===== src/rtl/alu_arbiter_if.sv =====
// alu_arbiter_if: requester, ALU and response signals of the two-requester ALU arbiter.
// The arbiter takes the slave modport; the requesters, ALU and response sink take master.
interface alu_arbiter_if;
    logic       req0_valid, req0_ready, req1_valid, req1_ready;
    logic [7:0] req0_a, req0_b, req1_a, req1_b;
    logic [3:0] req0_sel, req1_sel;
    logic [7:0] alu_a, alu_b, alu_out;
    logic [3:0] alu_sel;
    logic       alu_carry;
    logic       rsp_valid, rsp_ready, rsp_carry, rsp_id, rsp_err, busy;
    logic [7:0] rsp_data;
    modport slave (
        input  req0_valid, req1_valid, req0_a, req0_b, req1_a, req1_b, req0_sel, req1_sel,
        input  alu_out, alu_carry, rsp_ready,
        output req0_ready, req1_ready, alu_a, alu_b, alu_sel,
        output rsp_valid, rsp_data, rsp_carry, rsp_id, rsp_err, busy
    );
    modport master (
        output req0_valid, req1_valid, req0_a, req0_b, req1_a, req1_b, req0_sel, req1_sel,
        output alu_out, alu_carry, rsp_ready,
        input  req0_ready, req1_ready, alu_a, alu_b, alu_sel,
        input  rsp_valid, rsp_data, rsp_carry, rsp_id, rsp_err, busy
    );
endinterface


===== src/rtl/alu_arbiter.sv =====
// alu_arbiter: round-robin arbiter sharing one fixed-latency ALU between two requesters.
// Optional macro ALU_ARB_DIV0_CHK_EN answers divide-by-zero locally with 8'hFF and rsp_err.
module alu_arbiter #(
    parameter int ALU_LAT = 1
) (
    input logic         clock,
    input logic         reset,
    alu_arbiter_if.slave bus
);
    typedef enum logic [1:0] {IDLE, WAIT, RESP} state_t;
    state_t     state;
    logic [2:0] cnt;
    logic       last, gnt, acc, div0;
    logic [7:0] acc_a, acc_b;
    logic [3:0] acc_sel;
    // requester 1 wins only when alone or when requester 0 was served last
    assign gnt            = bus.req0_valid && bus.req1_valid ? ~last : bus.req1_valid;
    assign bus.req0_ready = reset && state == IDLE && bus.req0_valid && !gnt;
    assign bus.req1_ready = reset && state == IDLE && bus.req1_valid && gnt;
    assign acc            = bus.req0_ready || bus.req1_ready;
    assign acc_a          = gnt ? bus.req1_a : bus.req0_a;
    assign acc_b          = gnt ? bus.req1_b : bus.req0_b;
    assign acc_sel        = gnt ? bus.req1_sel : bus.req0_sel;
`ifdef ALU_ARB_DIV0_CHK_EN
    assign div0 = acc_sel == 4'b0011 && acc_b == 8'd0;
`else
    assign div0 = 1'b0;
`endif
    always_ff @(posedge clock or negedge reset) begin
        if (!reset) begin
            state         <= IDLE;
            cnt           <= '0;
            last          <= 1'b1;
            bus.alu_a     <= '0;
            bus.alu_b     <= '0;
            bus.alu_sel   <= '0;
            bus.rsp_valid <= 1'b0;
            bus.rsp_data  <= '0;
            bus.rsp_carry <= 1'b0;
            bus.rsp_id    <= 1'b0;
            bus.rsp_err   <= 1'b0;
            bus.busy      <= 1'b0;
        end else begin
            case (state)
                IDLE: if (acc) begin
                    bus.rsp_id <= gnt;
                    last       <= gnt;
                    bus.busy   <= 1'b1;
                    if (div0) begin
                        state         <= RESP;
                        bus.rsp_valid <= 1'b1;
                        bus.rsp_data  <= 8'hFF;
                        bus.rsp_carry <= 1'b0;
                        bus.rsp_err   <= 1'b1;
                    end else begin
                        bus.alu_a   <= acc_a;
                        bus.alu_b   <= acc_b;
                        bus.alu_sel <= acc_sel;
                        cnt         <= 3'(ALU_LAT);
                        state       <= WAIT;
                    end
                end
                WAIT: if (cnt == 3'd0) begin
                    bus.rsp_data  <= bus.alu_out;
                    bus.rsp_carry <= bus.alu_carry;
                    bus.rsp_err   <= 1'b0;
                    bus.rsp_valid <= 1'b1;
                    state         <= RESP;
                end else begin
                    cnt <= cnt - 3'd1;
                end
                RESP: if (bus.rsp_ready) begin
                    bus.rsp_valid <= 1'b0;
                    bus.busy      <= 1'b0;
                    state         <= IDLE;
                end
                default: state <= IDLE;
            endcase
        end
    end
endmodule

===== src/flat_wrapper.sv =====
// flat-port wrapper written by rule: the top's interface ports become plain ports
module alu_arbiter_flat 
#(
    parameter int ALU_LAT = 1
)
  (clock, reset, bus_req0_valid, bus_req1_valid, bus_req0_a, bus_req0_b, bus_req1_a, bus_req1_b, bus_req0_sel, bus_req1_sel, bus_alu_out, bus_alu_carry, bus_rsp_ready, bus_req0_ready, bus_req1_ready, bus_alu_a, bus_alu_b, bus_alu_sel, bus_rsp_valid, bus_rsp_data, bus_rsp_carry, bus_rsp_id, bus_rsp_err, bus_busy);
  alu_arbiter_if bus_i ();
  input logic clock;
  input logic reset;
  input wire logic [$bits(bus_i.req0_valid)-1:0] bus_req0_valid;
  input wire logic [$bits(bus_i.req1_valid)-1:0] bus_req1_valid;
  input wire logic [$bits(bus_i.req0_a)-1:0] bus_req0_a;
  input wire logic [$bits(bus_i.req0_b)-1:0] bus_req0_b;
  input wire logic [$bits(bus_i.req1_a)-1:0] bus_req1_a;
  input wire logic [$bits(bus_i.req1_b)-1:0] bus_req1_b;
  input wire logic [$bits(bus_i.req0_sel)-1:0] bus_req0_sel;
  input wire logic [$bits(bus_i.req1_sel)-1:0] bus_req1_sel;
  input wire logic [$bits(bus_i.alu_out)-1:0] bus_alu_out;
  input wire logic [$bits(bus_i.alu_carry)-1:0] bus_alu_carry;
  input wire logic [$bits(bus_i.rsp_ready)-1:0] bus_rsp_ready;
  output wire logic [$bits(bus_i.req0_ready)-1:0] bus_req0_ready;
  output wire logic [$bits(bus_i.req1_ready)-1:0] bus_req1_ready;
  output wire logic [$bits(bus_i.alu_a)-1:0] bus_alu_a;
  output wire logic [$bits(bus_i.alu_b)-1:0] bus_alu_b;
  output wire logic [$bits(bus_i.alu_sel)-1:0] bus_alu_sel;
  output wire logic [$bits(bus_i.rsp_valid)-1:0] bus_rsp_valid;
  output wire logic [$bits(bus_i.rsp_data)-1:0] bus_rsp_data;
  output wire logic [$bits(bus_i.rsp_carry)-1:0] bus_rsp_carry;
  output wire logic [$bits(bus_i.rsp_id)-1:0] bus_rsp_id;
  output wire logic [$bits(bus_i.rsp_err)-1:0] bus_rsp_err;
  output wire logic [$bits(bus_i.busy)-1:0] bus_busy;
  assign bus_i.req0_valid = bus_req0_valid;
  assign bus_i.req1_valid = bus_req1_valid;
  assign bus_i.req0_a = bus_req0_a;
  assign bus_i.req0_b = bus_req0_b;
  assign bus_i.req1_a = bus_req1_a;
  assign bus_i.req1_b = bus_req1_b;
  assign bus_i.req0_sel = bus_req0_sel;
  assign bus_i.req1_sel = bus_req1_sel;
  assign bus_i.alu_out = bus_alu_out;
  assign bus_i.alu_carry = bus_alu_carry;
  assign bus_i.rsp_ready = bus_rsp_ready;
  assign bus_req0_ready = bus_i.req0_ready;
  assign bus_req1_ready = bus_i.req1_ready;
  assign bus_alu_a = bus_i.alu_a;
  assign bus_alu_b = bus_i.alu_b;
  assign bus_alu_sel = bus_i.alu_sel;
  assign bus_rsp_valid = bus_i.rsp_valid;
  assign bus_rsp_data = bus_i.rsp_data;
  assign bus_rsp_carry = bus_i.rsp_carry;
  assign bus_rsp_id = bus_i.rsp_id;
  assign bus_rsp_err = bus_i.rsp_err;
  assign bus_busy = bus_i.busy;
  alu_arbiter #(.ALU_LAT(ALU_LAT)) u_core (.clock(clock), .reset(reset), .bus(bus_i));
endmodule

===== config.mk =====
export PLATFORM = sky130hd
export DESIGN_NAME = alu_arbiter_flat
export DESIGN_NICKNAME = d
export VERILOG_FILES = /design/src/rtl/alu_arbiter_if.sv /design/src/rtl/alu_arbiter.sv /design/src/flat_wrapper.sv
export SDC_FILE = /design/constraint.sdc
export NUM_CORES = 1
export LEC_CHECK = 0
export BUFFER_PORTS_ARGS = -buffer_cell sky130_fd_sc_hd__buf_4
export CAP_MARGIN = 5
export CORE_MARGIN = 5
export CORE_UTILIZATION = 46
export CTS_BUF_LIST = sky130_fd_sc_hd__clkbuf_8
export CTS_CLUSTER_DIAMETER = 60
export DETAILED_ROUTE_END_ITERATION = 8
export GPL_ROUTABILITY_DRIVEN = 0
export PLACE_DENSITY = 0.93
export RECOVER_POWER = 25
export REMOVE_ABC_BUFFERS = 1
export SYNTH_ARGS = -nofsm -noshare
export SYNTH_HDL_FRONTEND = slang
export SYNTH_SLANG_ARGS = --single-unit

===== constraint.sdc =====
create_clock -name clock -period 1.7 [get_ports clock]
set_clock_uncertainty 0.15 [all_clocks]
set_input_delay 0.085 -clock clock [delete_from_list [all_inputs] [get_ports clock]]
set_output_delay 0.085 -clock clock [all_outputs]
set_load 0.1 [all_outputs]

* After elaboration in Yosys (flattened, before gate mapping)
Cells that the tools add are included.
** Operators by class
- $add $sub $neg :: 1
- Bitwise operators :: 1
- Equal/unequal tests :: 6
- Muxes and demuxes :: 16
- Reductions and logical operators :: 19
** Operator list (count)
- $mux W8 :: 2
- $reduce_and A3 Y1 :: 4
- $logic_and A1 B1 Y1 :: 6
- $mux W2 :: 3
- $mux W3 :: 2
- $pmux W2 S3 :: 1
- $pmux W3 S2 :: 1
- $reduce_bool A2 Y1 :: 3
- $mux W1 :: 4
- $mux W4 :: 1
- $ne A2 B1 Y1 const B :: 2
- $ne A2 B2 Y1 const B :: 2
- $pmux W1 S2 :: 2
- $reduce_and A2 Y1 :: 2
- $logic_not A3 Y1 :: 1
- $sub A3 B1 Y3 const B :: 1
- $eq A2 B1 Y1 const B :: 1
- $eq A2 B2 Y1 const B :: 1
- $logic_not A2 Y1 :: 1
- $logic_not A1 Y1 :: 1
- $logic_or A1 B1 Y1 :: 1
- $not A1 Y1 :: 1
** Storage, ports and cells
- Bits in registers :: 38
- Word-level logic and storage cells :: 54
- Bits of input ports :: 54
- Output and inout bits :: 35

* Logic depth before layout (Yosys ltp)
- Depth in word-level cells :: 7
- Mapped depth :: 5
- Depth with buffers taken out :: 5

* Least setup slack after synthesis
OpenSTA, ideal clock, no wires.
- Path kind :: reg-to-output
- From :: register u_core.state[0]
- To :: output bus_req0_ready
- Required time :: 1.465 ns
- Buffers on the path :: 0
- Path slack :: -1.451 ns
- Arrival time :: 2.916 ns
- Stages on the path, launching flop included :: 3
- Cell sequence :: dfrtp_1 -> or3b_4 -> nor3_1
** Between the ends
- Longest elaborated chain between the ends :: 4
** RTL lines
- start, declared :: RTL line alu_arbiter.sv:11 : state_t state;
- start signal, assigned :: RTL line alu_arbiter.sv:31 : state <= IDLE;
- start signal, assigned :: RTL line alu_arbiter.sv:50 : state <= RESP;
- start signal, assigned :: RTL line alu_arbiter.sv:60 : state <= WAIT;
- $logic_not A2 Y1 :: RTL line alu_arbiter.sv:18 : assign bus.req0_ready = reset && state == IDLE && bus.req0_valid && !gnt;
- $logic_and A1 B1 Y1 (3 in a row) :: RTL line alu_arbiter.sv:18
- end, declared :: RTL line flat_wrapper.sv:21 : output wire logic [$bits(bus_i.req0_ready)-1:0] bus_req0_ready;
Every way passes these cells.

* Final worst setup path
- From :: register u_core.state[1]
- To :: register u_core.bus.alu_a[6]
** Between the ends
- Longest elaborated chain between the ends :: 6
- Elaborated cells between the ends (all ways) :: 8
- Those cells by class :: reduce/logical: 8
** RTL lines
- $logic_not A2 Y1 (*) :: RTL line alu_arbiter.sv:18, alu_arbiter.sv:19, alu_arbiter.sv:44
- $logic_and A1 B1 Y1 :: RTL line alu_arbiter.sv:18, alu_arbiter.sv:19
- $logic_and A1 B1 Y1, on equally long branches (2 in a row) :: RTL line alu_arbiter.sv:18, alu_arbiter.sv:19
- $logic_or A1 B1 Y1 :: RTL line alu_arbiter.sv:20 : assign acc = bus.req0_ready || bus.req1_ready;
- $reduce_and A2 Y1 (no line) (*)
- end signal, assigned :: RTL line alu_arbiter.sv:34 : bus.alu_a <= '0;
- end signal, assigned :: RTL line alu_arbiter.sv:56 : bus.alu_a <= acc_a;
- end, declared :: RTL line alu_arbiter_if.sv:15 : output req0_ready, req1_ready, alu_a, alu_b, alu_sel,
Every way passes the cells marked *; elsewhere a longest branch is shown, timed or not.
A chain may end at the register's enable or synchronous reset.

==> impl_summary.md <==
Worst setup path
The worst setup path is captured at a register. For the worst setup path, the data arrival time is about 2.0 ns. The kind of critical path is reg2reg. The slowest stage of the critical path belongs to the cell sky130_fd_sc_hd__or3b_4.

The worst setup path is launched from a register. Of all nets on the critical path, the largest fanout is 10. The biggest cell delay along the critical path is approximately 0.44 ns.

The required time of the worst setup path is about 1.8 ns. The signal on the critical path passes through or3b_4 > buf_6 > nor2_4 > buf_12 > a2bb2oi_1.

Placement
During placement, the flow inserted port buffers numbering 87. The placed standard-cell area is 2460 um2. The HPWL after detailed placement is ~3.7 mm. At the placement stage, the worst setup path has a slack of -0.0153 ns.

Finish
The most common library cell in the layout ignoring fill and taps is sky130_fd_sc_hd__buf_4. The signed area change from the synthesized netlist to the final layout is 84.6%. The top cell types in the final layout, fill and taps aside, are sky130_fd_sc_hd__buf_4 (94), sky130_fd_sc_hd__dlygate4sd3_1 (39), sky130_fd_sc_hd__dfrtp_1 (37). The finished cells cover 3180 um2.

0 antenna diodes ended up in the layout. Cells with a size suffix above 1 make up between 50 and 60% of the layout. The count of nets after finishing is ~330.

The final-layout fill cell count is 153.

STA
At the pin with the least slew margin, the transition time is just under 0.6 ns. Adding up every negative setup slack in the final design gives -2.59 ns. Once routing completed, OpenROAD measured the worst setup slack at -0.201 ns. The final worst hold slack is -0.000567 ns. The number of max-slew violations in the final report came to 0. Setup violations remaining at the end of the flow were counted as 26.

The worst pin sits at a relative slew slack of between 60% and 70%. Dividing the final minimum period by the clock period gives 112%. For this run, the top clock speed supported by timing is ~530 MHz. Setup repair after global routing could not meet its margin everywhere. The final-report hold violation count was 1. The minimum clock period after layout is ~1.9 ns.

Logic synthesis
The fraction of synthesized cell area taken by the top area cell type is a little over half. The total of warnings raised by yosys is 0. Counting flops and latches in the post-synthesis netlist gives 38.

After synthesis the cells add up to between 1500 and 2000 um2. Ranked by total cell area, the synthesized netlist is headed by sky130_fd_sc_hd__dfrtp_1 (54%), sky130_fd_sc_hd__a2bb2oi_1 (10%), sky130_fd_sc_hd__o32ai_1 (10%). After technology mapping, the gate count stands at ~140. The share of the Yosys chip area taken by registers is 55.2%. In this run, distinct cell masters in the synthesized netlist total 29. The average instance in the mapped netlist occupies about 13 um2.

The synthesized design spends more area on one cell type than any other, namely sky130_fd_sc_hd__dfrtp_1.

Routing
The via total after detailed routing is approximately 2000. In the routed layout, each cell is associated on average with a via count of 6.22. The first routing iteration left approximately 220 violations.

The routed wire length per instance is about 26 um. The count of nets left with antenna violations once routing finished came out at 0. The number of iterations in the first detailed-routing pass is 6. The routed wire length is about 8 mm. The total DRC errors in the routed layout is 0.

Global route
For this run the aggregate overflow at the end of global routing stands at 0. The first global-routing pass estimated a little over 10 mm of wire. The total track usage is a little over a quarter. The initial antenna violation count came to 0. Entering global routing, the biggest net connects 23 pins. The via count of the first global-routing pass is between 1500 and 2000.

Clock tree
The H-tree was split into 2 levels. The longest clock path from root to sink contains 2 buffers. The register clock-pin slew on the reported worst setup and hold paths is around 0.090 ns.

The sink count of the clock tree is 38. The number of clock buffers added by TritonCTS is 5. TritonCTS built the clock tree.

The clock latency of the later-clocked register in the worst-skew pair is around 0.29 ns. The clock root buffer is sky130_fd_sc_hd__clkbuf_8.

Hold path
The classification of the worst-slack hold path is in2reg.

Floorplan
The die height is 71.2 um. The die covers between 5000 and 6000 um2. The number of placement rows is 22. In this run the count of I/O pins placed on the die edge is roughly 90. The total area inside the core boundary comes to 3630 um2. For this configuration, the core starts out at a cell density of between 40% and 50%.

The horizontal die dimension is a little over 70 um.

Run status
The run finished, with violations left. The checks that failed: negative hold slack, negative setup slack.

Flow run
Max-cap violations in this run came to 0.
## what timing repair did
item	4_1_cts	5_1_grt
setup endpoints to repair	11	34
hold buffers	37	2
resized for setup	4	21
hold endpoints to repair	67	2
pin swaps	3	1
setup buffers	3	2
cloned	0	2
## critical path: cells and delay by family (launching register included)
family | cells | cell delay, ns
simple gates | 2 | 0.67
flops | 1 | 0.42
buf+inv | 2 | 0.32
compound gates | 1 | 0.25
## synth_stat cells
| cell | instances |
|---|---|
| sky130_fd_sc_hd__nor3b_2 | 1 |
| sky130_fd_sc_hd__clkbuf_1 | 8 |
| sky130_fd_sc_hd__a21boi_0 | 1 |
| sky130_fd_sc_hd__nand2b_1 | 4 |
| sky130_fd_sc_hd__nor2b_1 | 2 |
| sky130_fd_sc_hd__buf_6 | 2 |
| sky130_fd_sc_hd__conb_1 | 1 |
| sky130_fd_sc_hd__nor2_4 | 2 |
| sky130_fd_sc_hd__o21ai_0 | 2 |
| sky130_fd_sc_hd__a31oi_1 | 1 |
| sky130_fd_sc_hd__a21o_1 | 2 |
| sky130_fd_sc_hd__a2bb2oi_1 | 20 |
| sky130_fd_sc_hd__dfrtp_1 | 37 |
| sky130_fd_sc_hd__nor2_1 | 2 |
| sky130_fd_sc_hd__nand3_1 | 1 |
| sky130_fd_sc_hd__inv_1 | 4 |
| sky130_fd_sc_hd__nand3b_1 | 1 |
| sky130_fd_sc_hd__o221a_2 | 1 |
| sky130_fd_sc_hd__a21oi_1 | 2 |
| sky130_fd_sc_hd__buf_4 | 1 |
| sky130_fd_sc_hd__or4_1 | 1 |
| sky130_fd_sc_hd__nor3_1 | 1 |
| sky130_fd_sc_hd__o22ai_1 | 3 |
| sky130_fd_sc_hd__dfstp_2 | 1 |
| sky130_fd_sc_hd__mux2_2 | 10 |
| sky130_fd_sc_hd__a21bo_2 | 1 |
| sky130_fd_sc_hd__ha_1 | 2 |
| sky130_fd_sc_hd__o32ai_1 | 20 |
| sky130_fd_sc_hd__or3b_4 | 1 |
## per-layer routing
metal,vias to the layer above,global-route usage (%),part of all wire (%)
met5,-,0,0
met4,0,7.52,3.4
met3,25,6.73,13
met2,191,44.8,47
met1,979,32.9,36
li1,809,-,-
## metrics by stage
stage | cells | util, % | hold WS [ns]
6_report | 322 | 87.6 | -0.000567
5_1_grt | 322 | 87.6 | 0.0111
4_1_cts | 316 | 82.2 | 0.000634
3_5_place_dp | 268 | 67.6 | -0.0834
3_3_place_gp | 268 | 67.6 | -0.0919
2_1_floorplan | 124 | - | -0.361
## worst paths after layout
kind | slack [ns] | depth (start not counted) | end | startpoint
min in group asynchronous | 0.23 | 3 | u_core.bus.alu_a[6] | reset
hold / removal | -0.0006 | 3 | u_core.bus.alu_b[1] | bus_req0_b[1]
setup / recovery | -0.20 | 5 | u_core.bus.alu_a[6] | u_core.state[1]
max in group asynchronous | 0.91 | 3 | u_core.bus.alu_b[5] | reset
hold reg to reg | 0.35 | 1 | u_core.bus.rsp_valid | u_core.bus.rsp_valid
setup reg to reg | -0.20 | 5 | u_core.bus.alu_a[6] | u_core.state[1]
## logic make-up (layout without fill, tap and decap cells)
| group | count (synthesis) | count (layout) | synth area share (%) |
|---|---|---|---|
| compound gates | 53 | 53 | 25.5 |
| flops | 38 | 38 | 55.2 |
| simple gates | 16 | 16 | 6.75 |
| buf+inv | 15 | 154 | 4.35 |
| mux | 10 | 10 | 6.53 |
| fa+ha+maj | 2 | 2 | 1.45 |
| other cells | 1 | 1 | 0.217 |
## state kept, by name, indices dropped and copies added (netlist names)
signal / cells
u_core.bus.rsp_valid: 1
u_core.bus.rsp_data: 8
u_core.bus.rsp_id: 1
u_core.last: 1
u_core.bus.busy: 1
u_core.cnt: 3
u_core.bus.alu_a: 8
u_core.state: 2
u_core.bus.alu_sel: 4
u_core.bus.alu_b: 8
u_core.bus.rsp_carry: 1
## cell type report
type / count / area, um2 / area share (%)
clock inverters: 3 / 37.5 / 1.18
inverters: 4 / 15.0 / 0.472
well taps: 48 / 60.1 / 1.89
multi-input cells: 82 / 812 / 25.5
flip-flops and latches: 38 / 952 / 29.9
repair buffers: 142 / 1240 / 38.9
clock buffers: 5 / 68.8 / 2.16
Power is not shown: default switching activity piles up to over one toggle a cycle in this logic, so the estimate is an artifact.
